File: config.mk
export PLATFORM = sky130hd
export DESIGN_NAME = regfile_hilo
export DESIGN_NICKNAME = d
export VERILOG_FILES = /design/src/rtl/regfile_hilo.sv
export SDC_FILE = /design/constraint.sdc
export NUM_CORES = 2
export LEC_CHECK = 0
export BUFFER_PORTS_ARGS = -buffer_cell sky130_fd_sc_hd__buf_2
export CORE_MARGIN = 2
export CORE_UTILIZATION = 45
export CTS_CLUSTER_SIZE = 16
export DETAILED_ROUTE_END_ITERATION = 8
export GPL_TIMING_DRIVEN = 0
export PLACE_DENSITY_LB_ADDON = 0.3
export SLEW_MARGIN = 20
export SYNTH_ARGS = -nofsm -noshare
export SYNTH_HDL_FRONTEND = slang
export SYNTH_SLANG_ARGS = --single-unit
File: constraint.sdc
create_clock -name clk -period 11.4 [get_ports clk]
set_input_delay 0.57 -clock clk [delete_from_list [all_inputs] [get_ports clk]]
set_output_delay 0.57 -clock clk [all_outputs]
set_load 0.1 [all_outputs]
File: src/rtl/regfile_hilo.sv
// regfile_hilo: architectural GPR file (2**AW x DW) plus the HI/LO pair.
// Commits the registered writeback bundle on the rising edge of clk. It provides two
// combinational GPR read ports and one HI/LO read port. r0 always reads as zero.
// Optional feature macro: REGFILE_BYPASS_EN. When it is defined, the write data that is
// being committed this cycle is forwarded to the read ports in the same cycle.
module regfile_hilo #(
  parameter int unsigned DW = 32,
  parameter int unsigned AW = 5
) (
  input  logic          clk,
  input  logic          reset_n,
  input  logic          wb_we,
  input  logic [AW-1:0] wb_waddr,
  input  logic [DW-1:0] wb_wdata,
  input  logic          wb_whilo,
  input  logic [DW-1:0] wb_hi,
  input  logic [DW-1:0] wb_lo,
  input  logic          re1,
  input  logic [AW-1:0] raddr1,
  output logic [DW-1:0] rdata1,
  input  logic          re2,
  input  logic [AW-1:0] raddr2,
  output logic [DW-1:0] rdata2,
  output logic [DW-1:0] hi_o,
  output logic [DW-1:0] lo_o
);

  localparam int unsigned NumRegs = 1 << AW;

  logic [DW-1:0] regs_q [NumRegs];
  logic [DW-1:0] hi_q;
  logic [DW-1:0] lo_q;

  // Forwarding hits. These are tied off when the bypass is not built in.
  logic byp1;
  logic byp2;
  logic byp_hilo;

`ifdef REGFILE_BYPASS_EN
  assign byp1     = wb_we && (wb_waddr == raddr1);
  assign byp2     = wb_we && (wb_waddr == raddr2);
  assign byp_hilo = wb_whilo;
`else
  assign byp1     = 1'b0;
  assign byp2     = 1'b0;
  assign byp_hilo = 1'b0;
`endif

  // GPR array. Reset clears every entry. Writes to r0 are dropped, so entry 0 stays zero.
  always_ff @(posedge clk) begin
    if (!reset_n) begin
      for (int i = 0; i < NumRegs; i++) begin
        regs_q[i] <= '0;
      end
    end else if (wb_we && (wb_waddr != '0)) begin
      regs_q[wb_waddr] <= wb_wdata;
    end
  end

  // HI/LO pair. Both halves are always written together.
  always_ff @(posedge clk) begin
    if (!reset_n) begin
      hi_q <= '0;
      lo_q <= '0;
    end else if (wb_whilo) begin
      hi_q <= wb_hi;
      lo_q <= wb_lo;
    end
  end

  // Read port 1. Priority order: reset, then enable, then r0, then bypass, then array.
  always_comb begin
    rdata1 = '0;
    if (reset_n && re1 && (raddr1 != '0)) begin
      rdata1 = byp1 ? wb_wdata : regs_q[raddr1];
    end
  end

  // Read port 2. It uses the same priority order as port 1 and is evaluated independently.
  always_comb begin
    rdata2 = '0;
    if (reset_n && re2 && (raddr2 != '0)) begin
      rdata2 = byp2 ? wb_wdata : regs_q[raddr2];
    end
  end

  // HI/LO read port. It is forced to zero in reset, and otherwise forwards or reads stored state.
  always_comb begin
    hi_o = '0;
    lo_o = '0;
    if (reset_n) begin
      hi_o = byp_hilo ? wb_hi : hi_q;
      lo_o = byp_hilo ? wb_lo : lo_q;
    end
  end

endmodule

==> results.sh <==
export IMPL_status="finished, final reports clean"
export IMPL_cts_hold_buf=14
export IMPL_min_delay_path_depth=3
export IMPL_post_cts_resized=0
export IMPL_postSynthAreaPerCell_um2=14.6
export IMPL_synth_main_ff_cell="edfxtp_1"
export IMPL_cts_buffer_depth=3
export IMPL_grt_usage=0.356
export IMPL_finalClockSkew_ps=0
export IMPL_htreeDepth=3
export IMPL_post_cts_buffers=0
export IMPL_synth_enable_flop_cells=1024
export IMPL_synthCells=3914
export IMPL_stdcell_area_um2=66800
export IMPL_cts_buffers=117
export IMPL_worst_pin_slew_ps=1290
export IMPL_port_buffers=238
export IMPL_min_path_type="input port to flop"
export IMPL_initial_core_util=0.454
export IMPL_critPathCaptureType="output pin"
export IMPL_rsz0062_at_grt="false"
export IMPL_tns_ps=0
export IMPL_grt_pass1_wl_um=318000
export IMPL_cp_num_buf_inv=5
export IMPL_path_common_cell="buf_2"
export IMPL_cp_depth=9
export IMPL_wl_per_cell_um=38.2
export IMPL_synth_area_um2=57300
export IMPL_drt_initial_drc_count=7163
export IMPL_grt_overflow=0
export IMPL_dr_pass1_iters=8
export IMPL_drtAntennaViolNets=0
export IMPL_worstHoldStart="wb_lo[15]"
export IMPL_grt_max_degree=28
export IMPL_powerDensity_nw_per_um2=152
export IMPL_synthDominantCellAreaShare=0.537
export IMPL_die_area_um2=130000
export IMPL_crit_chain="buf_2 -> buf_2 -> buf_2 -> nand3b_1 -> clkbuf_2 -> o221ai_1 -> a21oi_1 -> a221oi_1 -> buf_2"
export IMPL_detail_route_wirelength_um=235000
export IMPL_clk_latency_ps=780
export IMPL_r2r_cells=2
export IMPL_routed_via_density=6.67
export IMPL_num_vias=41000
export IMPL_drc=0
export IMPL_ys_warnings_count=0
export IMPL_max_freq_ghz=0.166
export IMPL_drive_above_1_share=0.258
export IMPL_crit_required_ps=10830
export IMPL_first_global_vias=40300
export IMPL_leakage_nw=24.0
export IMPL_slowest_stage="nand3b_1"
export IMPL_dp_hpwl_um=167000
export IMPL_core_um2=126000
export IMPL_worst_setup_path_type="input port to output pin"
export IMPL_clkSinkCount=1088
export IMPL_rows=130
export IMPL_synth_seq_cells=1088
export IMPL_fin_crit_sh=0.529
export IMPL_ys_top_cells_by_area="edfxtp_1, mux4_2, and2_1, mux2i_1, dfxtp_1"
export IMPL_fp_dieH_um=361
export IMPL_drv_slew=0
export IMPL_yosys_area_top_type="edfxtp_1"
export IMPL_max_slew_margin=0.137
export IMPL_critical_path_top_delay_family="buffers and inverters"
export IMPL_critPathMaxFanout=10
export IMPL_die_w_um=361
export IMPL_num_nets_final=4502
export IMPL_fin_crit_ps=6030
export IMPL_cts_tree="built"
export IMPL_area_growth_pct=16.6
export IMPL_finalHoldViolCount=0
export IMPL_path_clk_slew_ps=70
export IMPL_setup_viol=0
export IMPL_place_gp_congestion=1.05
export IMPL_placed_area_um2=62800
export IMPL_cp_start_kind="input port"
export IMPL_synth_seq_area_share=0.559
export IMPL_io_pins=245
export IMPL_r2r_start="lo_q[3]"
export IMPL_root_buffer="clkbuf_16"
export IMPL_synth_cell_type_count=45
export IMPL_drv_cap=0
export IMPL_antenna_found_initial=16
export IMPL_ir_worst_vdd_mv=0.158
export IMPL_arrival_ps=5460
export IMPL_finalPower_w=0.0101
export IMPL_max_stage_delay_ps=1060
export IMPL_synthArstFlopShare=0
export IMPL_cp_startpoint="raddr1[2]"
==> tightest hold or removal path: stages <==
cell     delay (ps)
buf_2            80
mux2i_1          50
nor2_1           70
==> sequential cells by signal (all words and copies together), names as in the netlist <==
signal	flops
hi_q	32
lo_q	32
regs_q	1024
==> synth_stat cells, drive strengths merged, types with 10 or more instances <==
| cell type | instances |
|---|---|
| a221oi | 32 |
| o22ai | 42 |
| a22o | 42 |
| a22oi | 30 |
| nor2b | 28 |
| o21ai | 31 |
| buf | 136 |
| a21oi | 27 |
| o221ai | 11 |
| mux2 | 73 |
| a211oi | 43 |
| edfxtp | 1024 |
| mux2i | 280 |
| and2 | 1059 |
| clkbuf | 283 |
| nand4 | 11 |
| dfxtp | 64 |
| a2111oi | 43 |
| a221o | 10 |
| mux4 | 419 |
| nor2 | 102 |
| nor3 | 24 |
| a31oi | 18 |
| nand2 | 52 |
==> layer usage <==
layer  wire length (µm)  up-vias  global-route usage
li1                   -    15900                   -
met1              80800    20600               0.446
met2              99900     3709               0.516
met3              36500      730               0.144
met4              17400       16               0.221
met5                 94        -                   0
==> cell usage in the layout (no fill, tap or decap), types with 26 or more instances in the layout <==
master | Yosys | layout
dfxtp_1 | 64 | 64
o21ai_4 | 0 | 31
a21oi_1 | 27 | 27
nor2b_1 | 28 | 28
nor2_1 | 102 | 98
a22oi_1 | 30 | 30
nand2_1 | 52 | 52
mux2_2 | 73 | 73
mux2i_1 | 280 | 280
a22o_1 | 42 | 42
buf_4 | 34 | 34
a2111oi_0 | 42 | 33
clkbuf_1 | 282 | 278
a221oi_1 | 32 | 32
conb_1 | 1 | 32
a211oi_1 | 43 | 42
buf_2 | 46 | 289
o22ai_1 | 42 | 42
mux4_2 | 419 | 419
and2_1 | 1059 | 1059
clkbuf_16 | 0 | 117
clkinv_1 | 0 | 26
edfxtp_1 | 1024 | 1024
buf_16 | 0 | 55
==> stage by stage <==
step                utilization  worst slack (ps)  std cells  hold slack [ps]
global placement          0.481              3640       5833              464
floorplan                     -              5900       3945              452
finish                    0.530              5370       6144             29.6
global route              0.530              5550       6133             25.8
detailed placement        0.498              5780       5900              475
CTS                       0.529              5770       6130           0.0538
==> logic make-up (layout without fill, tap and decap cells) <==
family                 Yosys count  in the layout  share of synthesized area
AND/OR/NAND/NOR               1299           1299                      0.135
flip-flops                    1088           1088                      0.559
multiplexers                   772            772                      0.228
buffers and inverters          422            959                     0.0349
AO/OA/AOI/OAI                  332            332                     0.0430
other                            1             44                  0.0000655
==> area by class of cell <==
class / count / area (µm²)
Tap cell: 1650 / 2060
Inverter: 3 / 11.3
Antenna cell: 12 / 30.0
Fill cell: 10300 / 59300
Multi-Input combinational cell: 2435 / 23800
Clock inverter: 79 / 801
Sequential cell: 1088 / 32000
Buffer: 419 / 2030
Clock buffer: 137 / 3000
Timing Repair Buffer: 321 / 3040
==> report_power, final <==
group	total, W	internal [W]	switching [W]
clock network	0.00390	0.00216	0.00173
registers	0.00471	0.00459	0.000122
logic	0.00152	0.000529	0.000987
total	0.0101	0.00728	0.00284
==> path summary, 6_finish.rpt <==
| path | end | slack [ps] |
|---|---|---|
| worst max-delay path | rdata1[15] | 5370 |
| worst min-delay path | lo_q[15] | 30 |
| worst max register to register | lo_q[3] | 10730 |
| worst min register to register | hi_q[0] | 490 |
Power figures use the tool's default switching activity.
